## src/rtl/capturador_numerico_teclado.sv

```systemverilog
// Numeric keypad entry: collects up to NUM_DIGITS decimal digits from ASCII key
// events, supports Backspace/Escape/Enter editing and commits a range-checked value.
module capturador_numerico_teclado #(
    parameter int NUM_DIGITS     = 2,
    parameter int MAX_VALUE      = 59,
    parameter int VALUE_W        = 7,
    parameter int TIMEOUT_CYCLES = 500_000_000
) (
    input  logic                    clk,
    input  logic                    reset,
    input  logic                    enable,
    input  logic                    key_strobe,
    input  logic [7:0]              ascii_in,
    output logic [4*NUM_DIGITS-1:0] digits_bcd,
    output logic [2:0]              digit_count,
    output logic                    entry_active,
    output logic [VALUE_W-1:0]      value_out,
    output logic                    value_valid,
    output logic                    entry_error,
    output logic                    key_reject,
    output logic                    entry_timeout
);

    localparam int BUF_W = 4 * NUM_DIGITS;
    localparam int CNT_W = (TIMEOUT_CYCLES > 2) ? $clog2(TIMEOUT_CYCLES) : 1;
    localparam logic [CNT_W-1:0] CNT_LAST  = CNT_W'(TIMEOUT_CYCLES - 1);
    localparam logic [2:0]       COUNT_MAX = 3'(NUM_DIGITS);
    localparam logic [13:0]      VALUE_MAX = 14'(MAX_VALUE);

    typedef enum logic [0:0] {
        IDLE  = 1'b0,
        ENTRY = 1'b1
    } state_t;

    typedef enum logic [2:0] {
        K_NONE  = 3'd0,
        K_DIGIT = 3'd1,
        K_BKSP  = 3'd2,
        K_ESC   = 3'd3,
        K_ENTER = 3'd4
    } key_t;

    state_t           state;
    key_t             key;
    logic [CNT_W-1:0] timer;
    logic [13:0]      bin;

    // Horner evaluation of the BCD buffer, most significant digit first.
    function automatic logic [13:0] bcd_to_bin(input logic [BUF_W-1:0] b);
        logic [13:0] acc;
        acc = 14'd0;
        for (int i = NUM_DIGITS - 1; i >= 0; i--) begin
            acc = acc * 14'd10 + 14'(b[4*i +: 4]);
        end
        return acc;
    endfunction

    assign bin = bcd_to_bin(digits_bcd);

    // Key classification; unrecognised codes behave as if no strobe occurred.
    always_comb begin
        key = K_NONE;
        if (!key_strobe) begin
            key = K_NONE;
        end else if (ascii_in >= 8'h30 && ascii_in <= 8'h39) begin
            key = K_DIGIT;
        end else if (ascii_in == 8'h08) begin
            key = K_BKSP;
        end else if (ascii_in == 8'h1B) begin
            key = K_ESC;
        end else if (ascii_in == 8'h0D) begin
            key = K_ENTER;
        end else begin
            key = K_NONE;
        end
    end

    // Entry state machine, buffer, timeout counter and registered pulses.
    always_ff @(posedge clk) begin
        if (reset) begin
            state         <= IDLE;
            entry_active  <= 1'b0;
            digits_bcd    <= {BUF_W{1'b0}};
            digit_count   <= 3'd0;
            timer         <= {CNT_W{1'b0}};
            value_out     <= {VALUE_W{1'b0}};
            value_valid   <= 1'b0;
            entry_error   <= 1'b0;
            key_reject    <= 1'b0;
            entry_timeout <= 1'b0;
        end else begin
            value_valid   <= 1'b0;
            entry_error   <= 1'b0;
            key_reject    <= 1'b0;
            entry_timeout <= 1'b0;
            if (!enable) begin
                state        <= IDLE;
                entry_active <= 1'b0;
                digits_bcd   <= {BUF_W{1'b0}};
                digit_count  <= 3'd0;
                timer        <= {CNT_W{1'b0}};
            end else begin
                case (state)
                    IDLE: begin
                        timer <= {CNT_W{1'b0}};
                        if (key == K_DIGIT) begin
                            digits_bcd   <= BUF_W'(ascii_in[3:0]);
                            digit_count  <= 3'd1;
                            state        <= ENTRY;
                            entry_active <= 1'b1;
                        end
                    end
                    ENTRY: begin
                        case (key)
                            K_DIGIT: begin
                                timer <= {CNT_W{1'b0}};
                                if (digit_count < COUNT_MAX) begin
                                    digits_bcd  <= (digits_bcd << 4) | BUF_W'(ascii_in[3:0]);
                                    digit_count <= digit_count + 3'd1;
                                end else begin
                                    key_reject <= 1'b1;
                                end
                            end
                            K_BKSP: begin
                                timer       <= {CNT_W{1'b0}};
                                digits_bcd  <= digits_bcd >> 4;
                                digit_count <= digit_count - 3'd1;
                                if (digit_count == 3'd1) begin
                                    state        <= IDLE;
                                    entry_active <= 1'b0;
                                end
                            end
                            K_ESC: begin
                                digits_bcd   <= {BUF_W{1'b0}};
                                digit_count  <= 3'd0;
                                timer        <= {CNT_W{1'b0}};
                                state        <= IDLE;
                                entry_active <= 1'b0;
                            end
                            K_ENTER: begin
                                if (bin <= VALUE_MAX) begin
                                    value_out   <= bin[VALUE_W-1:0];
                                    value_valid <= 1'b1;
                                end else begin
                                    entry_error <= 1'b1;
                                end
                                digits_bcd   <= {BUF_W{1'b0}};
                                digit_count  <= 3'd0;
                                timer        <= {CNT_W{1'b0}};
                                state        <= IDLE;
                                entry_active <= 1'b0;
                            end
                            default: begin
                                if (timer == CNT_LAST) begin
                                    digits_bcd    <= {BUF_W{1'b0}};
                                    digit_count   <= 3'd0;
                                    timer         <= {CNT_W{1'b0}};
                                    state         <= IDLE;
                                    entry_active  <= 1'b0;
                                    entry_timeout <= 1'b1;
                                end else begin
                                    timer <= timer + CNT_W'(1);
                                end
                            end
                        endcase
                    end
                    default: begin
                        state        <= IDLE;
                        entry_active <= 1'b0;
                        digits_bcd   <= {BUF_W{1'b0}};
                        digit_count  <= 3'd0;
                        timer        <= {CNT_W{1'b0}};
                    end
                endcase
            end
        end
    end

endmodule

```

## config.mk

```make
export PLATFORM = sky130hd
export DESIGN_NAME = capturador_numerico_teclado
export DESIGN_NICKNAME = d
export VERILOG_FILES = /design/src/rtl/capturador_numerico_teclado.sv
export SDC_FILE = /design/constraint.sdc
export NUM_CORES = 1
export LEC_CHECK = 0
export ABC_CLOCK_PERIOD_IN_PS = 2500
export BUFFER_PORTS_ARGS = -buffer_cell sky130_fd_sc_hd__buf_2
export CAP_MARGIN = 20
export CORE_ASPECT_RATIO = 1.5
export CORE_UTILIZATION = 25
export CTS_BUF_LIST = sky130_fd_sc_hd__clkbuf_4
export CTS_CLUSTER_DIAMETER = 40
export DETAILED_ROUTE_END_ITERATION = 8
export PLACE_DENSITY = 0.41
export SYNTH_ARGS = -nofsm -noshare
export SYNTH_HDL_FRONTEND = slang
export SYNTH_SLANG_ARGS = --single-unit
```

## constraint.sdc

```tcl
create_clock -name clk -period 2.5 [get_ports clk]
set_input_delay 0.125 -clock clk [delete_from_list [all_inputs] [get_ports clk]]
set_output_delay 0.125 -clock clk [all_outputs]
set_load 0.01 [all_outputs]
```

# Word level (Yosys, flattened, before mapping)
# Cells that the tools add are included.
# word_totals
elab_cells	81
reg_bits	53
# op_classes
n_mux	32
n_mul	1
magnitude_cmp	4
reduce_logical	10
bitwise	5
n_eq_ne	15
add_sub_neg	4
# op_table
operator	count
29-bit 2-to-1 mux	2
29-bit case mux with 2 select lines	1
29-bit by 1-bit adder with 29-bit output (second input constant)	1
29-bit equality test (second input constant)	1
3-bit 2-to-1 mux	8
8-bit 2-to-1 mux	3
8-bit case mux with 3 select lines	1
8-bit by 4-bit equality test with 1-bit output (second input constant)	2
8-bit case mux with 2 select lines	1
4-bit OR reduction	3
1-bit 2-to-1 mux	10
8-bit by 4-bit adder with 9-bit output	1
9-bit by 6-bit <= comparator with 1-bit output (second input constant)	1
3-bit case mux with 3 select lines	1
8-bit by 5-bit equality test with 1-bit output (second input constant)	1
8-bit by 6-bit >= comparator with 1-bit output (second input constant)	1
8-bit by 6-bit <= comparator with 1-bit output (second input constant)	1
8-bit by 4-bit OR with 8-bit output	1
4-bit AND reduction	2
4-bit by 3-bit multiplier with 7-bit output (second input constant)	1
7-bit OR reduction	1
3-bit by 1-bit equality test with 1-bit output (second input constant)	2
3-bit by 2-bit equality test with 1-bit output (second input constant)	2
1-bit case mux with 3 select lines	2
15 further kinds	21

# Depth between registers and ports, before layout
# Gate-level depths: netlist of the first run.
# logic_depth
ltp_word	10
mapped_depth	9

# Least setup slack after synthesis of the first run
# OpenSTA, ideal clock, no wires.
# synth_path
kind	reg2reg
from	register digits_bcd[7]
to	register value_out[0]
required_ps	2373
arrival_ps	2744
synth_period_minus_slack_ps	2871
path_buffers	0
stages_incl_launch_ff	10
setup_slack_ps	-371
path_cell_list	dfxtp_1 > ha_1 > ha_1 > fa_1 > nand2_1 > a21oi_1 > or2_2 > a2111oi_4 > mux2i_1 > nor2_1
# synth_between
elab_chain_len	4
# synth_lines
item	line	source
start, declared	14	output logic [4*NUM_DIGITS-1:0] digits_bcd,
start signal, assigned	83	digits_bcd <= {BUF_W{1'b0}};
start signal, assigned	99	digits_bcd <= {BUF_W{1'b0}};
start signal, assigned	107	digits_bcd <= BUF_W'(ascii_in[3:0]);
4-bit by 3-bit multiplier with 7-bit output	53	acc = acc * 14'd10 + 14'(b[4*i +: 4]);
8-bit by 4-bit adder with 9-bit output	53	
9-bit by 6-bit <= comparator with 1-bit output	141	if (bin <= VALUE_MAX) begin
4-bit AND reduction (no source line)	n/a	
end signal, assigned	86	value_out <= {VALUE_W{1'b0}};
end signal, assigned	142	value_out <= bin[VALUE_W-1:0];
end, declared	17	output logic [VALUE_W-1:0] value_out,
# No other way between the ends.
# A chain may end at the register's enable or synchronous reset.

# Worst setup path after layout of the first run
# layout_path
from	register digits_bcd[5]
to	register value_out[4]
# layout_between
elab_chain_len	4
# layout_lines
item	line
4-bit by 3-bit multiplier with 7-bit output (*)	53
8-bit by 4-bit adder with 9-bit output (*)	53
9-bit by 6-bit <= comparator with 1-bit output	141
4-bit AND reduction (no source line)	n/a
# Every way passes the cells marked *; elsewhere a longest branch is shown, timed or not.

==> reports/results.txt, run 1 <==
Fraction of registers with async set/reset - 0
# IOs - 35
First-pass GRT wire length - 12,300 µm
Core area - 0.0106 mm²
Post-synth net total - 347
Reg2Reg Setup Slack - -0.13 ns
Final wirelength - 7510 µm
Max Cap Viol - 0
Placed insts - 513
Die ar. - 0.0115 mm²
Total gr overflow - 0
Die H - 131 µm
Final ANT Viol Nets - 0
Setup ws final - -0.131 ns
Endpoints failing setup - 7
Seq/Total Area, Yosys - 0.383
CP Class - register to register
Final Util - 0.328
GR Util met1 - 0.145
Synth area leader - dfxtp_1
Max-slew violations - 0
CTS tree - built
Post-route insts no fill - 525
Final hold violation count - 0
Yosys cell types - 51
Yosys reg bits - 53
CTS sink count - 53
Peak Freq - 0.380 GHz
CTS buffer count - 5
H-tree Lvls - 2
Mean Syn Cell Area - 8.60 µm²
Most frequent cells after synthesis - dfxtp_1 (53), nor2_1 (53), nand2_1 (23), nand3_1 (23), xor2_1 (18)
DR pass1 iterations - 4
Starting Density - 0.260
Largest net degree at the start of global routing - 30
RePlAce Congestion - 0.761
Outcome - complete, but fails checks
Worst setup EP type - register
Hold WC Path Type - input pin to register
Final-stage net count - 404
Ys Warns - 0
Worst-Skew Late Latency - 0.39 ns
CP arrival - 2.93 ns
Setup TNS - -0.824 ns
VDD IR-drop max - 0.300 mV
Clock buffer depth - 2
Least-Margin Pin Slew - 0.517 ns
Clock transition at path regs - 0.16 ns
Crit-path max FO - 5
Top_reg_cell synth - dfxtp_1
Leak - 1.26 nW
Met2 GRT Util - 0.271
Routed WL per cell - 14.3 µm
PD cells - 367 mW/mm²
IO Port Bufs - 34
Top cell type's share of synthesized area - 0.383
Met3 usage - 0.0352
Vias in the first global route - 2,474
Layout area overhead - 26.0%
Layout cells sized above 1 - 0.250
Rel. slew slack - 0.655
RSZ-0062 raised after global routing - yes
Num rows - 46
Vias/cell - 4.66
HPWL Detailed - 5600 µm
Tot Pwr - 1.28 mW
Initial antenna violation count - 1
Clock period minus worst slack - 2.63 ns
Clock root buffer - clkbuf_4
Gr busiest metal - met2
Synthesized area - 0.00277 mm²
Die Span X - 87.9 µm
Vias - 2,447
Drc violations - 0
Starting DRT DRC Count - 86
Post-Syn Instances - 322
Failing checks - negative setup slack
Worst Skew - 0.0142 ns
Largest cells by area after synthesis - dfxtp_1 (38%), nor2_1 (7.2%), xor2_1 (5.7%), ha_1 (5.0%), nand3_1 (4.2%)
Gr usage total - 0.141
Post-synth EDFFs - 0
WP data required - 2.80 ns
Crit path launch type - register
Final period util - 1.05
layer usage:
metal,vias up,part of all wire
met1,1138,0.40
met5,-,0
li1,1257,-
met2,42,0.54
met4,0,0.016
met3,10,0.046
report_power, final:
| group | switching (mW) | internal [mW] |
|---|---|---|
| logic | 0.0320 | 0.0187 |
| registers | 0.000873 | 0.844 |
| clock network | 0.282 | 0.103 |
what timing repair did:
item | CTS | global route
buffers inserted | 0 | 3
hold buffers | 0 | 0
setup endpoints to repair | 9 | 9
gates cloned | 1 | 0
pin swaps | 5 | 9
gates resized for setup | 10 | 8
final timing paths:
| path | from | depth (start not counted) | to |
|---|---|---|---|
| max reg2reg | digits_bcd[5] | 10 | value_out[4] |
| min | reset | 2 | value_out[4] |
| min reg2reg | value_out[6] | 1 | value_out[6] |
| max | digits_bcd[5] | 10 | value_out[4] |
layout make-up:
type                       instances  area (µm²)
antenna                            1        2.50
clock buffer                       5        37.5
clock inverter                     3        12.5
fill                            1143        7160
inverter                          12        45.0
multi-input combinational        246        1750
sequential                        53        1070
tap                              144         180
timing repair buffer              61         389
cell families after synthesis:
kind of cell               Yosys count  synth area share
AOI/OAI and AO/OA                   42             0.116
xor gates and xnor gates            30            0.0949
DFF                                 53             0.383
and+or+nand+nor                    157             0.293
adders and majority gates           13            0.0642
buffers and inverters               23            0.0339
muxes                                4            0.0145
metrics by stage:
step	hold WS, ns	setup slack [ns]	cell area [µm²]
after global placement	0.443	-0.175	3310
final	0.0303	-0.131	3490
after floorplan	0.297	-0.213	2820
after detailed placement	0.451	-0.248	3310
after global routing	0.0308	-0.252	3490
after CTS	0.0282	-0.153	3420
registers in the layout (all words and copies together), names as in the netlist:
register,cells
timer,29
digits_bcd,8
value_out,7
digit_count,3
entry_active,1
entry_error,1
entry_timeout,1
key_reject,1
state,1
value_valid,1
worst max-delay path: stages, from the launching register on:
cell and delay [ns]:
dfxtp_4 0.38, ha_4 0.24, ha_4 0.16, fa_2 0.52
nand2_4 0.11, a21oi_4 0.04, or2_4 0.28, a2111oi_4 0.40
buf_6 0.18, mux2i_1 0.18, nor2_1 0.06
cells in the final DEF (no fill, tap or decap), types with 6 or more instances in the layout:
| master | instances |
|---|---|
| and3_1 | 7 |
| ha_1 | 7 |
| buf_4 | 25 |
| nor3_1 | 7 |
| nand3_1 | 22 |
| dfxtp_1 | 49 |
| xor2_1 | 18 |
| nand4_1 | 7 |
| nand2_1 | 22 |
| buf_2 | 34 |
| nor2_1 | 53 |
| o21ai_0 | 6 |
| a22oi_1 | 6 |
| and4_1 | 6 |
| inv_1 | 12 |
| xnor2_1 | 12 |
No activity file was read; power rests on OpenSTA's default activity.
==> run 2: changes to the inputs <==
CORE_UTILIZATION = 50   (was 25)
PLACE_DENSITY = 0.72   (was 0.41)
==> run 2 against run 1 <==
Against the previous run:
- sequential share of layout area rose by 0.79 points
- count of clock-buffer cells in the layout is 1 higher
- largest cell class unchanged
- register-to-register slack about the same
- hold slack better by 0.032 ns
- global-route usage grew 9.9 points
- combinational power grew 2%
- routed wire length shrank 14%
- the flow still finishes with violations (negative setup slack)
- via count rose by 2.7%
- maximum frequency down 0.46%
- sequential cell count unchanged
- largest power group unchanged
- non-clock buffer count increased by 1
- final cell count decreased by 14%
==> reports/results.txt, run 2 (synthesized netlist as in run 1, its figures left out) <==
Hold WC Path Type - input pin to register
Most common library cell in the layout ignoring fill and taps - nor2_1
FILL cells - 454
Final hold violation count - 0
Layout cells sized above 1 - 0.265
Final ANT Viol Nets - 0
Largest net degree at the start of global routing - 30
IO Port Bufs - 34
Final-stage net count - 405
Reg with most FFs - timer
Starting DRT DRC Count - 126
Core area - 0.00525 mm²
Vias in the first global route - 2,457
Drc violations - 0
Clock root buffer - clkbuf_4
HPWL Detailed - 4920 µm
Layout area overhead - 23.0%
Most frequent cells in the layout - nor2_1 (53), dfxtp_1 (48), buf_2 (34), buf_4 (26)
Setup ws final - -0.143 ns
Critical Path Slowest Stage Cell - fa_2
Failing checks - negative setup slack
Routed WL per cell - 14.5 µm
Die Span X - 62.8 µm
Starting Density - 0.528
# diodes - 0
RSZ-0062 raised after global routing - yes
Final Util - 0.649
CTS tree - built
Clock period minus worst slack - 2.64 ns
DR pass1 iterations - 5
Met2 GRT Util - 0.460
Rel. slew slack - 0.668
CP Class - register to register
# IOs - 35
Vias/cell - 5.59
VDD IR-drop max - 0.310 mV
GR Util met1 - 0.244
RePlAce Congestion - 0.971
Setup TNS - -0.849 ns
Clk pwr share - 0.301
Delay of the slowest critical-path stage - 0.57 ns
Total gr overflow - 0
Outcome - complete, but fails checks
Worst Skew - 0.0157 ns
Final Hold Slack - 0.0623 ns
Largest registers - timer (29), digits_bcd (8), value_out (7)
Endpoints failing setup - 7
Met3 usage - 0.0427
CTS Hold Bufs - 0
Leak - 1.24 nW
Max Cap Viol - 0
Clock transition at path regs - 0.15 ns
Gr busiest metal - met2
WP data required - 2.82 ns
Flop pwr share - 0.659
PD cells - 376 mW/mm²
Combinational share of power - 0.040
Worst setup EP type - register
Num rows - 32
H-tree Lvls - 2
Final period util - 1.06
Gr usage total - 0.241
CP arrival - 2.96 ns
Worst-Skew Late Latency - 0.38 ns
CTS sink count - 53
Vias - 2,512
Crit-path max FO - 4
Least-Margin Pin Slew - 0.498 ns
Placement Setup Slack - -0.198 ns
Max FFs per register - 29
Die ar. - 0.00585 mm²
Die H - 93.1 µm
Tot Pwr - 1.28 mW
Final wirelength - 6500 µm
Initial antenna violation count - 0
Switching part of the total - 0.233
CTS buffer count - 5
Crit path launch type - register
Clock buffer depth - 2
Crit-path cells - ha_4 > ha_4 > fa_2 > nand2b_1 > a2bb2oi_4 > a2111oi_4 > a2111oi_4 > buf_4 > buf_6 > nor3b_2
Internal Pwr Total - 0.983 mW
First-pass GRT wire length - 11,000 µm
NetSw - 0.299 mW
Peak Freq - 0.378 GHz
Max-slew violations - 0
[run 2: cell type report]
class	instances	area [µm²]	share of cell area
Inverter	12	45.0	0.0132
Clock inverter	2	15.0	0.00441
Tap cell	68	85.1	0.0250
Multi-Input combinational cell	246	1760	0.515
Timing Repair Buffer	62	388	0.114
Clock buffer	6	45.0	0.0132
Sequential cell	53	1070	0.315
[run 2: final timing paths]
path                                     from           end  slack, ns  cells past startpoint
worst max-delay path            digits_bcd[7]  value_out[6]      -0.14                     10
worst min-delay path                    reset  value_out[3]       0.06                      2
worst max register to register  digits_bcd[7]  value_out[6]      -0.14                     10
worst min register to register       timer[0]      timer[0]       0.48                      1
[run 2: metal layers]
| layer | vias up | share of wire |
|---|---|---|
| met4 | 0 | 0.031 |
| met2 | 63 | 0.53 |
| met3 | 17 | 0.032 |
| met5 | - | 0 |
| met1 | 1178 | 0.40 |
| li1 | 1254 | - |
[run 2: power groups by stage]
stage | combinational [mW] | clock [mW] | sequential, mW
after CTS | 0.0496 | 0.408 | 0.844
after global routing | 0.0558 | 0.440 | 0.845
after floorplan | 0.0234 | 0 | 0.862
after global placement | 0.0490 | 0 | 0.862
after detailed placement | 0.0489 | 0 | 0.863
final | 0.0514 | 0.386 | 0.844
[run 2: repair_timing]
item                                    in CTS  in global routing
endpoints found under the setup margin       9                  8
pin swaps                                    8                  5
gates resized for setup                     13                  8
setup buffers                                2                  1
cloned                                       1                  0
[run 2: worst max-delay path: cells and delay by family (launching register included)]
family | cells | cell delay (ns)
adder cells (fa/ha/maj) | 3 | 0.96
AO/OA/AOI/OAI | 3 | 0.70
flip-flops | 1 | 0.38
buffers and inverters | 2 | 0.29
AND/OR/NAND/NOR | 2 | 0.24
[run 2: stage by stage]
stage                     instance area, µm²  std cells
after floorplan                         2820        322
after global placement                  3210        437
after detailed placement                3210        437
after CTS                               3360        448
after global routing                    3410        449
final                                   3410        449
